[config.mk]
export PLATFORM = sky130hd
export DESIGN_NAME = son_cfg_writer
export DESIGN_NICKNAME = d
export VERILOG_FILES = /design/src/rtl/son_cfg_writer.sv
export SDC_FILE = /design/constraint.sdc
export NUM_CORES = 1
export LEC_CHECK = 0
export CORE_AREA = 10 10 59 96
export CTS_CLUSTER_SIZE = 25
export DETAILED_ROUTE_END_ITERATION = 16
export DIE_AREA = 0 0 69 106
export HOLD_SLACK_MARGIN = 0.03
export PLACE_DENSITY = 0.62
export SLEW_MARGIN = 20
export SYNTH_ARGS = -nofsm -noshare
export SYNTH_HDL_FRONTEND = slang
export SYNTH_SLANG_ARGS = --single-unit
[constraint.sdc]
create_clock -name clk -period 2.05 [get_ports clk]
set_clock_uncertainty 0.05 [all_clocks]
set_input_delay 0.41 -clock clk [delete_from_list [all_inputs] [get_ports clk]]
set_output_delay 0.41 -clock clk [all_outputs]
set_load 0.02 [all_outputs]
[src/rtl/son_cfg_writer.sv]
`default_nettype none
// ============================================================================
// Module   : son_cfg_writer
// Purpose  : Write-side source for the per-son configuration buses.
//            A host fills three shadow registers over a valid/ready port and
//            commits them; the shadow set is copied to all three active cfg
//            outputs together on the next frame_sync pulse, so no son ever
//            observes a partially updated configuration. After an apply the
//            write port stays blocked for HOLD_CYC cycles.
// Options  : `define SON_CFG_READBACK_EN adds a registered readback port
//            (rd_addr / rd_sel / rd_data) for shadow or active values.
// Revision : 1.0 - initial release
// ============================================================================
module son_cfg_writer #(
  parameter int CFG_W    = 4,
  parameter int HOLD_CYC = 2   // legal range 0..15 (4-bit hold counter)
) (
  input  logic             clk,
  input  logic             rst,
  input  logic             wr_valid,
  output logic             wr_ready,
  input  logic [1:0]       wr_addr,
  input  logic [CFG_W-1:0] wr_data,
  input  logic             commit,
  input  logic             frame_sync,
  input  logic             err_clr,
  output logic [CFG_W-1:0] cfg_of_son1,
  output logic [CFG_W-1:0] cfg_of_son2,
  output logic [CFG_W-1:0] cfg_of_son3,
  output logic             cfg_upd,
  output logic             busy,
`ifdef SON_CFG_READBACK_EN
  input  logic [1:0]       rd_addr,
  input  logic             rd_sel,
  output logic [CFG_W-1:0] rd_data,
`endif
  output logic             err_addr
);

  // FSM encoding
  localparam logic [1:0] c_IDLE   = 2'd0;
  localparam logic [1:0] c_ARMED  = 2'd1;
  localparam logic [1:0] c_SETTLE = 2'd2;

  // Hold length loaded into the settle counter on every apply
  localparam logic [3:0] c_HOLD = 4'(HOLD_CYC);

  logic [1:0]       r_state;
  logic [3:0]       r_cnt;
  logic [CFG_W-1:0] r_shadow0;
  logic [CFG_W-1:0] r_shadow1;
  logic [CFG_W-1:0] r_shadow2;
  logic [CFG_W-1:0] r_cfg1;
  logic [CFG_W-1:0] r_cfg2;
  logic [CFG_W-1:0] r_cfg3;
  logic             r_upd;
  logic             r_err;

  logic             w_idle;
  logic             w_wr_acc;
  logic             w_wr_bad;
  logic             w_apply;

  // Writes are only taken in IDLE; address 3 is accepted but flagged
  assign w_idle   = (r_state == c_IDLE);
  assign w_wr_acc = wr_valid & w_idle;
  assign w_wr_bad = w_wr_acc & (wr_addr == 2'd3);
  assign w_apply  = (r_state == c_ARMED) & frame_sync;

  // Control FSM: IDLE -> ARMED on commit, ARMED -> SETTLE/IDLE on frame_sync
  always_ff @(posedge clk) begin
    if (rst) begin
      r_state <= c_IDLE;
      r_cnt   <= 4'd0;
    end else begin
      case (r_state)
        c_IDLE: begin
          // frame_sync is ignored here, even when it coincides with commit
          if (commit) begin
            r_state <= c_ARMED;
          end
        end
        c_ARMED: begin
          // A second commit while armed is simply dropped
          if (frame_sync) begin
            if (c_HOLD == 4'd0) begin
              r_state <= c_IDLE;
            end else begin
              r_state <= c_SETTLE;
              r_cnt   <= c_HOLD;
            end
          end
        end
        c_SETTLE: begin
          // Leave on the edge where the counter reads 1: HOLD_CYC cycles total
          r_cnt <= r_cnt - 4'd1;
          if (r_cnt <= 4'd1) begin
            r_state <= c_IDLE;
          end
        end
        default: begin
          r_state <= c_IDLE;
          r_cnt   <= 4'd0;
        end
      endcase
    end
  end

  // Shadow registers: updated by accepted writes only, never by an apply
  always_ff @(posedge clk) begin
    if (rst) begin
      r_shadow0 <= '0;
      r_shadow1 <= '0;
      r_shadow2 <= '0;
    end else if (w_wr_acc) begin
      case (wr_addr)
        2'd0:    r_shadow0 <= wr_data;
        2'd1:    r_shadow1 <= wr_data;
        2'd2:    r_shadow2 <= wr_data;
        default: ;  // invalid target: data dropped, error flagged below
      endcase
    end
  end

  // Active outputs: all three copied together on apply, plus one-cycle pulse
  always_ff @(posedge clk) begin
    if (rst) begin
      r_cfg1 <= '0;
      r_cfg2 <= '0;
      r_cfg3 <= '0;
      r_upd  <= 1'b0;
    end else begin
      r_upd <= w_apply;
      if (w_apply) begin
        r_cfg1 <= r_shadow0;
        r_cfg2 <= r_shadow1;
        r_cfg3 <= r_shadow2;
      end
    end
  end

  // Sticky invalid-address flag; a new error outranks a simultaneous clear
  always_ff @(posedge clk) begin
    if (rst) begin
      r_err <= 1'b0;
    end else if (w_wr_bad) begin
      r_err <= 1'b1;
    end else if (err_clr) begin
      r_err <= 1'b0;
    end
  end

`ifdef SON_CFG_READBACK_EN
  logic [CFG_W-1:0] r_rd_data;

  // Registered readback; sampling pre-edge registers returns the old value
  // when a write to the same shadow lands in the same cycle
  always_ff @(posedge clk) begin
    if (rst) begin
      r_rd_data <= '0;
    end else begin
      case (rd_addr)
        2'd0:    r_rd_data <= rd_sel ? r_cfg1 : r_shadow0;
        2'd1:    r_rd_data <= rd_sel ? r_cfg2 : r_shadow1;
        2'd2:    r_rd_data <= rd_sel ? r_cfg3 : r_shadow2;
        default: r_rd_data <= '0;
      endcase
    end
  end

  assign rd_data = r_rd_data;
`endif

  assign wr_ready    = w_idle;
  assign busy        = ~w_idle;
  assign cfg_of_son1 = r_cfg1;
  assign cfg_of_son2 = r_cfg2;
  assign cfg_of_son3 = r_cfg3;
  assign cfg_upd     = r_upd;
  assign err_addr    = r_err;

endmodule
`default_nettype wire

== Word-level counts from Yosys, hierarchy flattened ==
Index checks and enable logic that the tools add are counted.

* Bits in registers: 32
* Latch bits: 0
* RAM bits: 0
* Bits in read-only memories: 0
* Output and inout bits: 16
* Memories kept: 0

* Add/subtract/negate cells: 1
* Multipliers: 0
* Divide/modulo/power cells: 0
* $lt $le $gt $ge: 1
* Equality and inequality tests: 8
* Shift-type cells: 0
* Multiplexer cells: 8
* Bitwise gates (word level): 4
* Reduce and logical (&&, ||, !) cells: 8

{| class="wikitable"
|+ Operators with widths
! cell !! number
|-
| $pmux W4 S3 || 1
|-
| $reduce_and A2 Y1 || 4
|-
| $eq A2 B2 Y1 const B || 3
|-
| $mux W2 || 3
|-
| $ne A2 B2 Y1 const B || 3
|-
| $pmux W2 S3 || 1
|-
| $eq A2 B1 Y1 const B || 2
|-
| $le A4 B1 Y1 const B || 1
|-
| $logic_not A2 Y1 || 2
|-
| $mux W4 || 1
|-
| $sub A4 B1 Y4 const B || 1
|-
| $and A1 B1 Y1 || 3
|-
| $reduce_and A3 Y1 || 1
|-
| $mux W1 || 2
|-
| $reduce_bool A2 Y1 || 1
|-
| $not A1 Y1 || 1
|}

== Longest topological paths before layout ==
Gate-level depths: netlist (run 1).

* Depth in word-level cells: 4
* Gate-level depth with buffers: 7

== Least setup slack after synthesis (run 1) ==
OpenSTA, ideal clock, no wires.

* Path type: register to register
* Start point: register r_state[0]
* End point: register r_cnt[1]
* Library setup time: 70 ps
* Arrival: 1591 ps
* Data required time: 1930 ps
* Path slack: 339 ps
* Stages on the path, launching flop included: 7
* Buffers on the path: 1
* Period minus slack after synthesis: 1711 ps
* Cell sequence: dfxtp_1 > inv_1 > ha_1 > buf_6 > or2_4 > or3b_1 > a21oi_1

* Word-level cells in the longest chain between the ends: 3
* Elaborated cells on any way between the ends: 7
* Those cells by class: 3 x eq/ne; 1 x mux; 1 x bitwise; 2 x reduce/logical

{| class="wikitable"
|+ Ends and longest elaborated chain
! item !! line !! RTL
|-
| start, declared || 48 || <nowiki>logic [1:0] r_state;</nowiki>
|-
| start signal, assigned || 73 || <nowiki>r_state <= c_IDLE;</nowiki>
|-
| start signal, assigned || 80 || <nowiki>r_state <= c_ARMED;</nowiki>
|-
| start signal, assigned || 87 || <nowiki>r_state <= c_IDLE;</nowiki>
|-
| $logic_not A2 Y1 * || - ||
|-
| net wr_ready || 21 || <nowiki>output logic wr_ready,</nowiki>
|-
| branches (longest 2 deep; another with $pmux W4 S3) || - ||
|-
| end signal, assigned || 90 || <nowiki>r_cnt <= c_HOLD;</nowiki>
|-
| end signal, assigned || 96 || <nowiki>r_cnt <= r_cnt - 4'd1;</nowiki>
|-
| end, declared || 49 || <nowiki>logic [3:0] r_cnt;</nowiki>
|}

Mark *: on every way through the listed nets, which the timed path passes.
A chain may end at the register's enable or synchronous reset.

== Final worst setup path (run 1) ==
* Start point: register r_state[0]
* End point: output port busy

* Word-level cells in the longest chain between the ends: 2

{| class="wikitable"
|+ Ends and longest elaborated chain
! item !! line !! RTL
|-
| $logic_not A2 Y1 || 65 || <nowiki>assign w_idle = (r_state == c_IDLE);</nowiki>
|-
| $not A1 Y1 (no line) || - ||
|-
| end, declared || 31 || <nowiki>output logic busy,</nowiki>
|}

Every way passes these cells.

==> results of run 1 <==
==> where the power goes <==
group | total, uW | internal (uW) | leakage (uW) | switching [uW]
logic | 489 | 213 | 0.000389 | 276
registers | 700 | 668 | 0.000259 | 31.6
clock network | 478 | 240 | 0.0000404 | 239
==> cell families after synthesis <==
family	count (synthesis)	share of synthesized area
AO/OA/AOI/OAI	22	0.08640
adder cells (fa/ha/maj)	7	0.06434
buffers and inverters	14	0.05147
flip-flops	32	0.4706
multiplexers	15	0.1103
AND/OR/NAND/NOR	61	0.2169
==> synth_stat cells (all sizes together) (3+ instances only) <==
cell / count
a21oi: 17
buf: 4
clkbuf: 3
dfxtp: 32
ha: 7
inv: 7
mux2i: 15
nand2: 29
nand2b: 5
nand4b: 3
nor2: 16
o21ai: 3
==> registers in the layout (all words and copies together), names as in the netlist, 2 cells and up <==
name         cells
cfg_of_son2      4
r_shadow0        4
r_state          2
cfg_of_son1      4
r_shadow2        4
r_cnt            4
r_shadow1        4
cfg_of_son3      4
==> timing repair <==
| action | CTS | global route |
|---|---|---|
| setup endpoints to repair | 2 | 0 |
| gates resized for setup | 2 | 0 |
| hold buffers | 0 | 0 |
| buffers inserted | 0 | 0 |
==> per-layer routing <==
layer | share of wire | wire (um) | track usage | up-vias
li1 | - | - | - | 559
met1 | 0.40 | 1228 | 0.08311 | 488
met2 | 0.53 | 1605 | 0.1476 | 25
met3 | 0.057 | 173 | 0.03818 | 4
met4 | 0.015 | 45 | 0.04335 | 0
met5 | 0 | 0 | 0 | -
==> worst max-delay path, stage by stage (launching register included) <==
cell and delay (ns):
sky130_fd_sc_hd__dfxtp_1 0.38, sky130_fd_sc_hd__inv_1 0.10, sky130_fd_sc_hd__ha_1 0.27, sky130_fd_sc_hd__inv_1 0.07, sky130_fd_sc_hd__dlygate4sd2_1 0.33
==> area by class of cell <==
| cell class | instances | area, sq um |
|---|---|---|
| clock buffer | 5 | 68.82 |
| clock inverter | 3 | 23.77 |
| fill | 438 | 2337 |
| inverter | 7 | 26.28 |
| multi-input combinational | 105 | 650.6 |
| sequential | 32 | 640.6 |
| tap | 49 | 61.31 |
| timing repair buffer | 30 | 302.8 |
==> metrics by stage <==
| stage | utilization | power, uW | setup slack (ns) |
|---|---|---|---|
| CTS | 0.4315 | 1693 | 0.1440 |
| global placement | 0.4096 | 1205 | 0.2189 |
| finish | 0.4315 | 1667 | 0.1671 |
| global route | 0.4315 | 1779 | 0.05023 |
| floorplan | - | 1063 | 0.3393 |
| detailed placement | 0.4096 | 1224 | 0.1678 |
==> path summary, 6_finish.rpt <==
| check | cells past startpoint | slack [ns] | end |
|---|---|---|---|
| hold reg to reg | 2 | 0.40 | cfg_of_son3[1] |
| setup reg to reg | 6 | 0.35 | r_cnt[1] |
| hold / removal | 2 | 0.40 | cfg_of_son3[1] |
| setup / recovery | 4 | 0.17 | busy |
==> out/results.md, run 1 <==
| Parameter | Reported | Unit |
| --- | --- | --- |
| Arrival time reported for the critical path endpoint | 1.42 | ns |
| Clock root buffer | sky130_fd_sc_hd__clkbuf_8 | - |
| Post-detailed-placement half-perimeter wirelength | 2364 | um |
| Per-cell via count in the routed design | 4.658 | - |
| Worst setup SP type | register | - |
| Startpoint of the worst setup timing path | r_state[0] | - |
| Hold path start | cfg_of_son3[1] | - |
| Number of enable flip-flop cells after synthesis | 0 | - |
| Final-report max-slew violation count | 0 | - |
| Max-Cap Viols | 0 | - |
| Unrepaired setup endpoints after global routing | false | - |
| Peak supply drop | 461.9 | uV |
| CTS tree | done | - |
| Die footprint | 7314 | sq um |
| Fraction of synthesized cell area taken by the top area cell type | 0.4706 | - |
| First-pass GRT wire length | 5133 | um |
| Outcome | complete, no violations | - |
| Worst endpoint required time | 1.59 | ns |
| Leak | 0.0006880 | uW |
| Final count of hold timing violations | 0 | - |
| Tcrit/Tclk final | 0.9185 | - |
| Top library cells by usage in the layout, fill and taps aside | 32 x sky130_fd_sc_hd__dfxtp_1, 29 x sky130_fd_sc_hd__nand2_1, 25 x sky130_fd_sc_hd__clkdlybuf4s50_1 | - |
| Count of input and output buffers | 27 | - |
| Non-filler cells, final | 231 | - |
| H-tree level count | 2 | - |
| Synthesized Nets | 170 | - |
| Flip-flop and latch count after synthesis | 32 | - |
| Last weighted congestion value of the routability-driven placer | 0.7485 | - |
| Via Count | 1076 | - |
| Final setup vio count | 0 | - |
| Starting density of the core | 0.3311 | - |
| Initial antenna violation count | 0 | - |
| Warning count from the yosys run | 0 | - |
| Post-detailed-routing wire length | 3052 | um |
| Max-Slew Margin vs Limit | 0.6560 | - |
| Total placed instance area | 1684 | sq um |
| Row count | 31 | - |
| Die span in y | 106 | um |
| Via count of the first global-routing pass | 1117 | - |
| IO Count | 28 | - |
| Violation count after the first detailed-routing iteration | 49 | - |
| Routed len/inst | 13.21 | um |
| Clock sink count | 32 | - |
| Die X | 69 | um |
| Proportion of layout cells with a drive suffix above 1 | 0.08242 | - |
| Critical Path Fanout Max | 6 | - |
| GRT Total Usage | 0.08511 | - |
| Sequential fraction of the synthesis area | 0.4706 | - |
| Count of different cell masters after synthesis | 23 | - |
| Number of nets in the final layout | 200 | - |
| Placed instance count | 223 | - |
| Measured slew at the worst slew-check pin | 0.5161 | ns |
| Worst hold slack after final layout | 0.4037 | ns |
| Pin count of the biggest net entering global routing | 24 | - |
| Design area | 1774 | sq um |
| Core area | 4111 | sq um |
| Most common cell after layout, fill and taps aside | sky130_fd_sc_hd__dfxtp_1 | - |
| Netlist area before placement | 1361 | sq um |
| Maximum operating frequency | 531.1 | MHz |
| Post-Route Setup TNS | 0 | ns |
| Overflow left after global routing | 0 | - |
| Largest cells by area after synthesis | sky130_fd_sc_hd__dfxtp_1 47%, sky130_fd_sc_hd__mux2i_1 11%, sky130_fd_sc_hd__nand2_1 8.0% | - |
| Most instantiated flip-flop cell in the synthesis netlist | sky130_fd_sc_hd__dfxtp_1 | - |
| Share of synthesized flip-flops with an asynchronous set or reset | 0 | - |
| Power density of the placed cells | 939.8 | nW/um^2 |
| Cell taking the most area after synthesis | sky130_fd_sc_hd__dfxtp_1 | - |
| Post-detailed-route DRC marker count | 0 | - |
| Count of antenna-violating nets left after detailed routing | 0 | - |
| First-pass DRT Iterations | 4 | - |
| Critical path type | reg2out | - |
| Area added between synthesis and finish | 30.33 | % |
| Maximum count of clock buffers along a single path | 2 | - |
| Antenna diodes | 0 | - |
| Critical Path End Type | primary output | - |
| Mean cell area of the mapped netlist | 9.015 | sq um |
| Insertion delay of the later-clocked pin in the worst-skew pair | 0.28 | ns |
| Class of the worst hold path | reg2reg | - |
| Synthesized netlist cell count | 151 | - |
| Clock slew at reported path FFs | 0.07 | ns |
| R2r startpoint | r_state[1] | - |
| Clock buffers created by TritonCTS | 5 | - |
| Final critical delay including setup and external delays | 1.883 | ns |
No activity file was read; power rests on OpenSTA's default activity.
==> inputs of run 2 (changes only) <==
- GPL_TIMING_DRIVEN: default -> 0
==> run 2 against run 1 <==
- utilization up 0.52 points
- clock-buffer cell count unchanged
- maximum frequency shrank 1.9%
- cell count is 1.3% higher
- cell area is 1.2% higher
- largest cell class unchanged
==> out/results.md, run 2 (synthesis results as in run 1) <==
| Parameter | Reported | Unit |
| --- | --- | --- |
| Outcome | complete, no violations | - |
| Clock root buffer | sky130_fd_sc_hd__clkbuf_8 | - |
| Final critical delay including setup and external delays | 1.919 | ns |
| Number of nets in the final layout | 203 | - |
| Internal power component | 1251 | uW |
| GRT Total Usage | 0.08263 | - |
| Top library cells by usage in the layout, fill and taps aside | 32 x sky130_fd_sc_hd__dfxtp_1, 29 x sky130_fd_sc_hd__nand2_1, 24 x sky130_fd_sc_hd__clkdlybuf4s50_1 | - |
| Via Count | 1077 | - |
| Most common cell after layout, fill and taps aside | sky130_fd_sc_hd__dfxtp_1 | - |
| Overflow left after global routing | 0 | - |
| Clock slew at reported path FFs | 0.07 | ns |
| Critical Path End Type | primary output | - |
| Row count | 31 | - |
| Fraction of power consumed by the clock network | 0.330 | - |
| Max-Slew Margin vs Limit | 0.6603 | - |
| Unrepaired setup endpoints after global routing | false | - |
| Post-detailed-placement half-perimeter wirelength | 2321 | um |
| Number of cells traversed by the worst register-to-register path | 6 | - |
| Pin count of the biggest net entering global routing | 12 | - |
| Worst setup SP type | register | - |
| CTS tree | done | - |
| Initial antenna violation count | 0 | - |
| Clock sink count | 32 | - |
| Insertion delay of the later-clocked pin in the worst-skew pair | 0.27 | ns |
| Maximum operating frequency | 521.1 | MHz |
| Combinational fraction of design power | 0.278 | - |
| Die X | 69 | um |
| Final-report max-slew violation count | 0 | - |
| Arrival time reported for the critical path endpoint | 1.46 | ns |
| Critical Path Fanout Max | 8 | - |
| Core area | 4111 | sq um |
| Proportion of layout cells with a drive suffix above 1 | 0.08649 | - |
| Count of antenna-violating nets left after detailed routing | 0 | - |
| Count of input and output buffers | 26 | - |
| Via count of the first global-routing pass | 1140 | - |
| Final setup vio count | 0 | - |
| Die footprint | 7314 | sq um |
| Design area | 1795 | sq um |
| Leak | 0.0007088 | uW |
| Measured slew at the worst slew-check pin | 0.5096 | ns |
| Last weighted congestion value of the routability-driven placer | 0.7580 | - |
| Violation count after the first detailed-routing iteration | 25 | - |
| Net Switching | 530.5 | uW |
| Post-detailed-routing wire length | 2970 | um |
| First-pass GRT wire length | 5085 | um |
| Peak supply drop | 721.1 | uV |
| IO Count | 28 | - |
| Critical path type | reg2out | - |
| Max-Cap Viols | 0 | - |
| Sequential share of power | 0.393 | - |
| Area added between synthesis and finish | 31.89 | % |
| Total placed instance area | 1683 | sq um |
| First-pass DRT Iterations | 4 | - |
| Post-detailed-route DRC marker count | 0 | - |
| Util after Layout | 0.4367 | - |
| Final count of hold timing violations | 0 | - |
| Post-Route Setup TNS | 0 | ns |
| Total of fill cells in the finished design | 426 | - |
| Tcrit/Tclk final | 0.9362 | - |
| Per-cell via count in the routed design | 4.603 | - |
| Worst Hold Path Cells | 3 | - |
| H-tree level count | 2 | - |
| Maximum count of clock buffers along a single path | 2 | - |
| Starting density of the core | 0.3311 | - |
| Antenna diodes | 0 | - |
| Class of the worst hold path | in2reg | - |
| Routed len/inst | 12.69 | um |
| Die span in y | 106 | um |
| Setup repair bufs after CTS | 0 | - |
| Power density of the placed cells | 991.9 | nW/um^2 |
| Clock buffers created by TritonCTS | 5 | - |
| Sw frac | 0.2979 | - |
| Worst hold slack after final layout | 0.3703 | ns |
| Worst endpoint required time | 1.59 | ns |
| Total power after layout | 1781 | uW |
## run 2: worst paths after layout
path                     start             end  slack (ns)
setup / recovery    r_state[0]            busy        0.13
hold / removal             rst      r_state[0]        0.37
setup reg to reg    r_state[1]        r_cnt[1]        0.33
hold reg to reg   r_shadow2[2]  cfg_of_son3[2]        0.40
## run 2: layout make-up
class,count,area [sq um],area share
repair buffers,26,261.5,0.1456
flip-flops and latches,32,640.6,0.3568
multi-input cells,105,650.6,0.3624
plain buffers,7,43.79,0.02439
inverters,7,26.28,0.01463
clock inverters,3,42.54,0.02369
well taps,49,61.31,0.03415
clock buffers,5,68.82,0.03833
## run 2: metrics by stage
| step | worst slack [ns] | std cells |
|---|---|---|
| final | 0.1308 | 234 |
| after global routing | 0.01816 | 234 |
| after CTS | 0.02585 | 234 |
| after detailed placement | 0.1382 | 226 |
| after global placement | 0.1452 | 226 |
| after floorplan | 0.3393 | 151 |
## run 2: what timing repair did
action | 4_1_cts | 5_1_grt
pin swaps | 0 | 0
setup endpoints to repair | 1 | 1
resized for setup | 1 | 1
hold buffers | 0 | 0
## run 2: power groups by stage
stage          registers (uW)  clock network [uW]  logic, uW
2_1_floorplan             718                   0        345
3_3_place_gp              713                   0        516
3_5_place_dp              714                   0        517
4_1_cts                   700                 604        512
5_1_grt                   708                 624        553
6_report                  699                 587        495
## run 2: critical path, cell delays in order, from the launching register on
cell	delay, ns
sky130_fd_sc_hd__dfxtp_1	0.37
sky130_fd_sc_hd__inv_1	0.09
sky130_fd_sc_hd__ha_1	0.22
sky130_fd_sc_hd__buf_6	0.14
sky130_fd_sc_hd__inv_1	0.04
sky130_fd_sc_hd__dlygate4sd2_1	0.32
## run 2: per-layer routing
layer / vias up / routed length [um] / global-route usage
met3: 4 / 101 / 0.01955
met1: 494 / 1189 / 0.07927
met4: 0 / 57 / 0.04769
li1: 562 / - / -
met2: 17 / 1621 / 0.1549
met5: - / 0 / 0
